$ cat config.mk
export PLATFORM = sky130hd
export DESIGN_NAME = atri_samplemon_loader
export DESIGN_NICKNAME = d
export VERILOG_FILES = /design/src/rtl/atri_samplemon_loader.sv
export SDC_FILE = /design/constraint.sdc
export NUM_CORES = 1
export LEC_CHECK = 0
export BUFFER_PORTS_ARGS = -buffer_cell sky130_fd_sc_hd__buf_2
export CORE_ASPECT_RATIO = 0.7
export CORE_UTILIZATION = 50
export CTS_CLUSTER_SIZE = 30
export DETAILED_ROUTE_END_ITERATION = 8
export GPL_TIMING_DRIVEN = 0
export MAX_ROUTING_LAYER = met4
export PLACE_DENSITY = 0.84
export SETUP_SLACK_MARGIN = 0.15
export SKIP_CTS_REPAIR_TIMING = 1
export SLEW_MARGIN = 40
export SYNTH_ARGS = -nofsm -noshare
export SYNTH_HDL_FRONTEND = slang
export SYNTH_SLANG_ARGS = --single-unit
$ cat constraint.sdc
create_clock -name clk -period 4.95 [get_ports clk]
set_input_delay 0.99 -clock clk [delete_from_list [all_inputs] [get_ports clk]]
set_output_delay 0.99 -clock clk [all_outputs]
set_load 0.03 [all_outputs]
$ cat src/rtl/atri_samplemon_loader.sv
// atri_samplemon_loader
// Host-driven instruction-memory loader for the sample-monitor sequencer.
// A load session holds the sequencer in reset, writes each host word into
// instruction memory port B, and reads it back to verify it. The sequencer
// is then released after a fixed hold time.
//
// Ports:
//   clk, rst_n          clock (rising edge) and asynchronous active-low reset
//   prog_start_i        one-cycle pulse, opens a load session (IDLE only)
//   prog_done_i         one-cycle pulse, closes a load session
//   wr_valid_i/ready_o  host word handshake, wr_data_i carries the word
//   cpu_reset_o         active-high sequencer reset
//   bram_we_o/addr_o/wdata_o/rdata_i  instruction memory port B (1-cycle read)
//   busy_o              session active
//   verify_err_o        sticky readback mismatch
//   ovf_err_o           sticky write attempt with memory full
//   word_count_o        words written in the current/last session
module atri_samplemon_loader #(
  parameter int ADDR_WIDTH  = 10,
  parameter int INSTR_WIDTH = 18,
  parameter int HOLD_CYCLES = 4
) (
  input  logic                   clk,
  input  logic                   rst_n,
  input  logic                   prog_start_i,
  input  logic                   prog_done_i,
  input  logic                   wr_valid_i,
  output logic                   wr_ready_o,
  input  logic [INSTR_WIDTH-1:0] wr_data_i,
  output logic                   cpu_reset_o,
  output logic                   bram_we_o,
  output logic [ADDR_WIDTH-1:0]  bram_addr_o,
  output logic [INSTR_WIDTH-1:0] bram_wdata_o,
  input  logic [INSTR_WIDTH-1:0] bram_rdata_i,
  output logic                   busy_o,
  output logic                   verify_err_o,
  output logic                   ovf_err_o,
  output logic [ADDR_WIDTH:0]    word_count_o
);

  typedef enum logic [2:0] {
    IDLE,
    HALT,
    LOAD,
    WRITE,
    READ,
    CHECK,
    RELEASE
  } state_t;

  localparam logic [ADDR_WIDTH:0] CNT_ONE   = 1;
  localparam logic [7:0]          HOLD_LAST = 8'(HOLD_CYCLES - 1);
  localparam logic [7:0]          HOLD_INIT = 8'(HOLD_CYCLES);

  state_t                state, state_nxt;
  logic [7:0]            hold_cnt;
  logic [7:0]            boot_cnt;
  logic                  done_pend;
  logic                  accept;
  logic                  full;
  logic                  hold_last;
  logic                  booting;

  assign full      = word_count_o[ADDR_WIDTH];
  assign hold_last = (hold_cnt == HOLD_LAST);
  assign booting   = (boot_cnt != 8'd0);

  // State register. Reset lands in IDLE, but the boot counter keeps the
  // sequencer in reset for HOLD_CYCLES cycles after rst_n rises.
  always_ff @(posedge clk or negedge rst_n) begin
    if (!rst_n) begin
      state <= IDLE;
    end else begin
      state <= state_nxt;
    end
  end

  // Next-state and handshake decode. A latched done request blocks any new
  // accept in LOAD and sends the session straight to RELEASE.
  always_comb begin
    state_nxt   = state;
    wr_ready_o  = 1'b0;
    bram_we_o   = 1'b0;
    cpu_reset_o = 1'b1;
    busy_o      = 1'b1;
    accept      = 1'b0;
    case (state)
      IDLE: begin
        busy_o      = 1'b0;
        cpu_reset_o = booting;
        if (prog_start_i && !booting) begin
          state_nxt = HALT;
        end
      end
      HALT: begin
        if (hold_last) begin
          state_nxt = LOAD;
        end
      end
      LOAD: begin
        wr_ready_o = !full && !done_pend;
        accept     = wr_valid_i && wr_ready_o;
        if (accept) begin
          state_nxt = WRITE;
        end else if (prog_done_i || done_pend) begin
          state_nxt = RELEASE;
        end
      end
      WRITE: begin
        bram_we_o = 1'b1;
        state_nxt = READ;
      end
      READ: begin
        state_nxt = CHECK;
      end
      CHECK: begin
        state_nxt = LOAD;
      end
      RELEASE: begin
        if (hold_last) begin
          state_nxt = IDLE;
        end
      end
      default: begin
        state_nxt = IDLE;
      end
    endcase
  end

  // Datapath: hold timers, word counter, captured word/address, sticky flags
  // and the pending-done latch. The word counter doubles as the write address;
  // its extra MSB marks a full memory so it never wraps.
  always_ff @(posedge clk or negedge rst_n) begin
    if (!rst_n) begin
      boot_cnt     <= HOLD_INIT;
      hold_cnt     <= 8'd0;
      done_pend    <= 1'b0;
      word_count_o <= '0;
      verify_err_o <= 1'b0;
      ovf_err_o    <= 1'b0;
      bram_addr_o  <= '0;
      bram_wdata_o <= '0;
    end else begin
      if (booting) begin
        boot_cnt <= boot_cnt - 8'd1;
      end
      if (state_nxt != state) begin
        hold_cnt <= 8'd0;
      end else if (state == HALT || state == RELEASE) begin
        hold_cnt <= hold_cnt + 8'd1;
      end
      case (state)
        IDLE: begin
          if (prog_start_i && !booting) begin
            word_count_o <= '0;
            verify_err_o <= 1'b0;
            ovf_err_o    <= 1'b0;
            done_pend    <= 1'b0;
          end
        end
        HALT, WRITE, READ: begin
          if (prog_done_i) begin
            done_pend <= 1'b1;
          end
        end
        LOAD: begin
          if (accept) begin
            bram_addr_o  <= word_count_o[ADDR_WIDTH-1:0];
            bram_wdata_o <= wr_data_i;
            if (prog_done_i) begin
              done_pend <= 1'b1;
            end
          end else if (prog_done_i || done_pend) begin
            done_pend <= 1'b0;
          end
          if (full && wr_valid_i) begin
            ovf_err_o <= 1'b1;
          end
        end
        CHECK: begin
          if (prog_done_i) begin
            done_pend <= 1'b1;
          end
          if (bram_rdata_i != bram_wdata_o) begin
            verify_err_o <= 1'b1;
          end
          word_count_o <= word_count_o + CNT_ONE;
        end
        RELEASE: begin
          done_pend <= 1'b0;
        end
        default: begin
          done_pend <= 1'b0;
        end
      endcase
    end
  end

endmodule

After elaboration in Yosys (flattened, before gate mapping)
Cells that the tools add are included.
{ "word_totals": {"register_bits": 61, "input_bits": 41} }
{ "op_classes": {"n_reduce_logical": 20, "n_eq_ne": 13, "muxes": 24, "addsub": 3} }
{ "ops": {"columns": ["operator", "n"], "rows": [
  ["11-bit one-hot mux with 2 select lines", 1],
  ["3-bit one-hot mux with 7 select lines", 1],
  ["18-bit != test", 1],
  ["8-bit two-way mux", 2],
  ["3-bit two-way mux", 5],
  ["11-bit by 1-bit adder with 11-bit output, second input constant", 1],
  ["1-bit two-way mux", 11],
  ["11-bit two-way mux", 1],
  ["3-bit == test, second input constant", 3],
  ["8-bit by 1-bit adder with 8-bit output, second input constant", 1],
  ["8-bit by 2-bit == test with 1-bit output, second input constant", 1],
  ["8-bit nonzero test", 1],
  ["8-bit by 1-bit subtractor with 8-bit output, second input constant", 1],
  ["3-bit by 2-bit == test with 1-bit output, second input constant", 2],
  ["2-bit != test, second input constant", 3],
  ["2-bit AND reduction", 3],
  ["3-bit AND reduction", 2],
  ["2-bit nonzero test", 3],
  ["1-bit logical AND", 4],
  ["1-bit one-hot mux with 2 select lines", 2],
  ["4-bit OR reduction", 1],
  ["3-bit by 1-bit == test with 1-bit output, second input constant", 1],
  ["1-bit logical NOT", 3],
  ["3-bit logical NOT", 1],
  ["4 further kinds", 5]
]} }

Depth between registers and ports, before layout
Gate-level depths: netlist of run 1.
{ "depth": {"depth_word": 7, "mapped_depth": 6, "mapped_depth_nobuf": 6} }

Worst setup path after synthesis of run 1
OpenSTA, ideal clock, no wires.
{ "synth_timing": {"path_type": "register -> output", "startpoint": "register boot_cnt[3]", "endpoint": "output port cpu_reset_o", "t_arrival_ns": 1.545, "stages_incl_launch_ff": 5, "slack_ns": 2.415, "path_cell_list": "dfrtp_1 > nor4_4 > nand2b_1 > nor3b_2 > nand2_1"} }
{ "synth_via": {"elab_chain_len": 2} }
{ "synth_lines": {"columns": ["item", "line_no", "rtl"], "rows": [
  ["start, declared", "57", "logic [7:0] boot_cnt;"],
  ["start signal, assigned", "145", "boot_cnt <= boot_cnt - 8'd1;"],
  ["8-bit nonzero test", "66", "assign booting = (boot_cnt != 8'd0);"],
  ["1-bit two-way mux", "87", "case (state)"],
  ["end, declared", "30", "output logic cpu_reset_o,"]
]} }
No other way between the ends.

Worst setup path in the final report of run 1
Same ends and word-level chain as after synthesis.

==> results of run 1 <==
synth_stat cells, drive strengths merged:
library cell,n
ha,4
a211o,1
o22ai,1
clkbuf,4
a21oi,7
o21ai,20
a211oi,2
dfrtp,60
o32a,1
o211ai,2
nand2,11
and3,4
a2111oi,1
nand2b,4
nor2,13
nor4,7
o221a,1
dfstp,1
and3b,2
mux2i,2
or2,1
a22o,1
nor2b,4
nor3b,3
inv,3
and4,5
nand3b,1
xnor2,8
or3,1
buf,7
a21o,2
mux2,29
a21boi,1
a31oi,4
nor4b,1
nand3,8
xor2,21
nor4bb,1
nand4,6
nor3,11
o2111ai,3
and2,2
metal layers:
metal | global-route usage, % | vias to the layer above | routed length (um)
met5 | - | - | 0
met4 | 12.3 | 0 | 161
met3 | 6.42 | 15 | 286
met2 | 35.5 | 78 | 3370
met1 | 27.7 | 1192 | 3020
li1 | - | 1186 | -
layout make-up:
| class | instances | area [um^2] | area share (%) |
|---|---|---|---|
| flip-flops and latches | 61 | 1530 | 39.9 |
| multi-input cells | 196 | 1500 | 39.2 |
| repair buffers | 85 | 432 | 11.3 |
| clock buffers | 9 | 124 | 3.23 |
| well taps | 75 | 93.8 | 2.45 |
| clock inverters | 7 | 90.1 | 2.35 |
| plain buffers | 11 | 48.8 | 1.27 |
| inverters | 3 | 11.3 | 0.294 |
tightest hold or removal path, delay by kind of cell, from the launching register on:
family	cells	cell delay, ns
AND/OR/NAND/NOR	2	0.12
flip-flops	1	0.34
cells by family after synthesis:
kind of cell	after synthesis
AOI/OAI and AO/OA	47
xor gates and xnor gates	29
adders and majority gates	4
buffers and inverters	14
DFF	61
muxes	31
and+or+nand+nor	85
flip-flops by register name, summed over array words and instances, names as in the netlist:
name and count:
word_count_o 11, state 3, boot_cnt 8, bram_wdata_o 18
done_pend 1, bram_addr_o 10, ovf_err_o 1, verify_err_o 1
hold_cnt 8
metrics by stage:
| step | hold slack (ns) | total power, mW | setup WS (ns) | utilization, % | cell area, um^2 |
|---|---|---|---|---|---|
| after floorplan | 0.488 | 1.36 | 2.42 | - | 3080 |
| after global placement | 0.451 | 1.59 | 2.23 | 61.7 | 3600 |
| after detailed placement | 0.497 | 1.62 | 2.24 | 61.7 | 3610 |
| after CTS | 0.513 | 2.11 | 1.84 | 65.4 | 3820 |
| after global routing | 0.521 | 2.22 | 1.69 | 65.6 | 3830 |
| final | 0.502 | 2.10 | 1.84 | 65.6 | 3830 |
cell usage in the layout (no fill, tap or decap), types with 2 or more instances in the layout:
cell type and n:
buf_2 90, dfrtp_1 60, mux2_2 29, xor2_1 21
o21ai_0 19, nor2_1 13, nor3_1 11, nand2_1 11
clkbuf_8 9, nand3_1 8, xnor2_1 8, a21oi_1 7
nand4_1 6, and4_1 5, clkbuf_1 4, nor2b_1 4
and3_1 4, nor4_1 4, ha_1 4, inv_1 3
nor4_4 3, nor3b_2 3, nand2b_1 3, a31oi_1 3
o2111ai_1 3, clkinv_2 3, and2_1 2, a21o_1 2
and3b_1 2, o211ai_1 2, mux2i_1 2, bufinv_16 2
clkinvlp_4 2
where the power goes:
group / switching (mW) / leakage, nW / internal (mW)
logic: 0.553 / 1.05 / 0.314
clock network: 0.201 / 0.105 / 0.280
registers: 0.121 / 0.816 / 0.630
total: 0.876 / 1.97 / 1.22
worst max path at each step:
stage / slack [ns] / to / from
finish: 1.84 / cpu_reset_o / boot_cnt[3]
CTS: 1.84 / cpu_reset_o / boot_cnt[3]
global placement: 2.23 / cpu_reset_o / boot_cnt[3]
global route: 1.69 / cpu_reset_o / boot_cnt[3]
floorplan: 2.42 / cpu_reset_o / boot_cnt[3]
detailed placement: 2.24 / cpu_reset_o / boot_cnt[3]
==> flow_summary.ini, run 1 <==
[critical_path]
r2r_slack_ns = 2.68
critPathRequiredTime_ns = 3.96
slowest_delay_ns = 0.51
path_class = reg2out
critPathArrivalTime_ns = 2.12
crit_buf_inv = 1
setup.worst_path.start_class = register
rr_worst_depth = 6
path_max_fanout = 7
worstReg2RegEnd = hold_cnt[6]
cpMaxStageDelayCell = nor3b_2
crit_chain = nor4_4 -> nand2b_1 -> nor3b_2 -> nand2_1 -> buf_2
crit_cells = 5
critical-path-top-delay-family = simple AND/OR/NAND/NOR gates
r2r_start = boot_cnt[0]
endpoint_kind = output pin

[synth]
syn_inst = 271
synth_top_family_by_area = simple AND/OR/NAND/NOR gates
synth.net_count = 316
synth-xor-area-share_pct = 8.24
synthMuxAreaShare_pct = 11.2
avgSynthCellArea_um2 = 11.4
synth_compound_area_share_pct = 9.78
ys_seq_area_share_pct = 49.5
netlist_top_cells_area = dfrtp_1, mux2_2, xor2_1, o21ai_0, xnor2_1
yosysTopAreaCellShare_pct = 48.7
syn_area_um2 = 3080
synth_largest_area_cell = dfrtp_1
synthSimpleGateAreaFrac_pct = 17.6
synth_fa_ha_area_share_pct = 1.62
ys_types = 47
yosys_warnings = 0
ys_seq_elements = 61

[routing]
wl_per_cell_um = 15.3
routed_wl_mm = 6.84
vias = 2471
viasPerCell = 5.53
ant_nets = 0
drc_errors = 0
drt_iter0_markers = 112
dr.pass1.iters = 5

[timing]
fin_setup_tns_ns = 0
final_hold_viol_count = 0
min_period_ns = 3.11
worst_clock_skew_ns = 0.00789
worstMarginPinSlew_ns = 0.765
fmax_ghz = 0.322
slew_headroom_pct = 47.7
grt_setup_unrepaired = no
finalSetupViolCount = 0
drv_slew = 0
fin_crit_sh_pct = 62.8

[layout]
drive_above_1_share_pct = 40.1
filler_cell_count = 457
syn_to_final_growth_pct = 24.2
instances_no_fill = 447
nets = 412
diodes = 0

[floorplan]
rows = 23
initial_utilization_pct = 52.8
ioPinCount = 86
core_area_um2 = 5840
dieArea_um2 = 6490
die_h_um = 67.7
die_w_um = 95.9

[flow_run]
max-cap-violations = 0

[global_route]
grt_max_degree = 62
antenna_found_initial = 0
grt_pass1_vias = 2311
grt_pass1_wl_mm = 10.6
gr-usage-all-layers_pct = 23.0
overflow = 0

[worst_hold_path]
hp-class = reg2reg
worstHoldStart = ovf_err_o
hold_depth = 2
min_to = ovf_err_o

[placement]
place_inst = 431
port_buffers = 85
gp_congestion = 0.843
hpwl_mm = 4.93

[clock_network]
clkSlewWorstSetupHoldPaths_ns = 0.07
cts.sink_count = 61
cts_root_buf = clkbuf_8
clock_latency_ns = 0.34
htreeDepth = 3
cts_buffer_depth = 2
cts_buffers = 9
cts_tree = built

[pwr]
powerDensity_nw_per_um2 = 548
ir_drop_v = 0.000335
p_leak_nw = 1.97

[run_status]
status = finished, final reports clean
No activity file was read; power rests on OpenSTA's default activity.
==> run 2: changes to the inputs <==
--- a/config.mk
+++ b/config.mk
@@ -5,14 +5,15 @@
 export SDC_FILE = /design/constraint.sdc
 export NUM_CORES = 1
 export LEC_CHECK = 0
+export ABC_AREA = 1
 export BUFFER_PORTS_ARGS = -buffer_cell sky130_fd_sc_hd__buf_2
 export CORE_ASPECT_RATIO = 0.7
-export CORE_UTILIZATION = 50
+export CORE_UTILIZATION = 47
 export CTS_CLUSTER_SIZE = 30
 export DETAILED_ROUTE_END_ITERATION = 8
 export GPL_TIMING_DRIVEN = 0
 export MAX_ROUTING_LAYER = met4
-export PLACE_DENSITY = 0.84
+export PLACE_DENSITY = 0.83
 export SETUP_SLACK_MARGIN = 0.15
 export SKIP_CTS_REPAIR_TIMING = 1
 export SLEW_MARGIN = 40
==> constraint.sdc (replaced) <==
create_clock -name clk -period 2.5 [get_ports clk]
set_input_delay 0.5 -clock clk [delete_from_list [all_inputs] [get_ports clk]]
set_output_delay 0.5 -clock clk [all_outputs]
set_load 0.03 [all_outputs]
==> run 2 against run 1 <==
Final area rose by 0.29%. Final cell count rose by 26%. Worst hold slack got worse by 0.38 ns. Non-clock buffer count fell by 4. Largest cell class unchanged. Highest routed layer unchanged.
==> flow_summary.ini, run 2 <==
[routing]
vias = 2797
viasPerCell = 4.99
wl_met3_um = 523
met2WireLength_mm = 3.15
ant_nets = 0
wl_per_cell_um = 12.6
topRoutingLayerUsed = met4
wl_met1_mm = 3.34
drt_iter0_markers = 148
drc_errors = 0
routed_wl_mm = 7.06
dr.pass1.iters = 4

[critical_path]
critPathArrivalTime_ns = 1.63
slowest_delay_ns = 0.36
setup.worst_path.start_class = register
worstReg2RegEnd = hold_cnt[2]
r2r_start = boot_cnt[0]
path_class = reg2out
path_max_fanout = 10
r2r_slack_ns = 0.69
critPathRequiredTime_ns = 2.00
crit_chain = inv_1 -> ha_1 -> nand3_4 -> nor2_8 -> nand2_1 -> buf_2
endpoint_kind = output pin
cpMaxStageDelayCell = dfrtp_1
rr_worst_depth = 11

[timing]
drv_slew = 0
fin_setup_tns_ns = 0
finalSetupViolCount = 0
final_hold_viol_count = 0
min_period_ns = 2.13
slew_headroom_pct = 63.1
setup_ws_ns = 0.370
fin_crit_sh_pct = 85.2
worst_clock_skew_ns = 0.00728
grt_setup_unrepaired = no
fmax_ghz = 0.469
worstMarginPinSlew_ns = 0.554

[clock_network]
cts_buffers = 9
clkSlewWorstSetupHoldPaths_ns = 0.07
htreeDepth = 3
cts.sink_count = 61
cts_tree = built
clock_latency_ns = 0.34
cts_root_buf = clkbuf_8
cts_buffer_depth = 2

[synth]
yosysMostFrequentCell = nand2_1
ys.flop_type = dfrtp_1
ys_types = 33
synthTopCellsByCount = nand2_1, dfrtp_1, inv_1
synth_edf_count = 0
synth_largest_area_cell = dfrtp_1
yosys_warnings = 0
syn_area_um2 = 3110
netlist_top_cells_area = dfrtp_1, nand2_1, inv_1, nor2_1, xor2_1
synth.net_count = 427
ys_seq_area_share_pct = 49.1
avgSynthCellArea_um2 = 8.15
ys_seq_elements = 61
async_flop_share_pct = 100
yosysTopAreaCellShare_pct = 48.3
syn_inst = 382

[floorplan]
rows = 24
ioPinCount = 86
die_w_um = 99.3
die_h_um = 70.1
dieArea_um2 = 6960
core_area_um2 = 6310
initial_utilization_pct = 49.3

[global_route]
grt_max_degree = 62
grt_pass1_wl_mm = 11.5
grt_pass1_vias = 2522
overflow = 0
antenna_found_initial = 0
gr-usage-all-layers_pct = 22.0

[pwr]
ir_drop_v = 0.000565
p_leak_nw = 2.06
report.power.total_mw = 3.73
powerDensity_nw_per_um2 = 971

[layout]
diodes = 0
regMostFlops = bram_wdata_o
reg_top3 = bram_wdata_o (18), word_count_o (11), bram_addr_o (10)
final_common_cell = nand2_1
syn_to_final_growth_pct = 23.4
filler_cell_count = 547
nets = 523
fin_util_pct = 60.9
largest_reg_flops = 18
instances_no_fill = 561
drive_above_1_share_pct = 28.0
final_cell_mix = nand2_1, buf_2, dfrtp_1

[placement]
dp_slack_ns = 0.685
gp_congestion = 0.917
hpwl_mm = 5.25
place_inst = 545
port_buffers = 85

[worst_hold_path]
hp-class = in2async

[run_status]
status = finished, final reports clean

[flow_run]
max-cap-violations = 0
run 2: kinds of logic after synthesis:
logic type      Yosys count  share of synthesized area [%]
flops                    61                           49.1
simple gates            197                           28.4
fa+ha+maj                 4                           1.61
compound gates           47                           8.32
buf+inv                  52                           6.63
xor+xnor                 21                           5.91
run 2: how the worst max path moves through the flow:
stage                     cells after the start   startpoint  slack (ns)          end
after global routing                          6  boot_cnt[0]        0.25  cpu_reset_o
after CTS                                     6  boot_cnt[0]        0.33  cpu_reset_o
after global placement                       11  boot_cnt[0]        0.73  hold_cnt[5]
after detailed placement                     11  boot_cnt[0]        0.69  hold_cnt[2]
after floorplan                               3     state[2]        0.66   wr_ready_o
final                                         6  boot_cnt[0]        0.37  cpu_reset_o
run 2: metrics by stage:
stage	hold slack, ns	instance area, um^2
floorplan	0.204	3110
global placement	0.462	3630
detailed placement	0.468	3640
CTS	0.249	3840
global route	0.153	3840
finish	0.117	3840
run 2: power by group:
part | internal, mW | switching [mW]
clock | 0.489 | 0.391
combinational | 0.458 | 0.999
sequential | 1.20 | 0.189
run 2: area by class of cell:
class | count | area [um^2] | area share (%)
flip-flops and latches | 61 | 1530 | 39.8
multi-input cells | 269 | 1380 | 35.9
repair buffers | 85 | 432 | 11.2
inverters | 45 | 169 | 4.40
clock buffers | 11 | 141 | 3.68
well taps | 78 | 97.6 | 2.54
clock inverters | 5 | 58.8 | 1.53
plain buffers | 7 | 37.5 | 0.977
run 2: critical path: cells and delay by family (launching register included):
family / cells / cell delay [ns]
simple gates: 3 / 0.37
flops: 1 / 0.36
buf+inv: 2 / 0.32
fa+ha+maj: 1 / 0.22
run 2: per-layer routing:
metal  vias to the layer above  track usage (%)
met3                         4             6.81
met1                      1276             29.1
met4                         0             6.70
li1                       1411                -
met5                         -                -
met2                       106             32.6
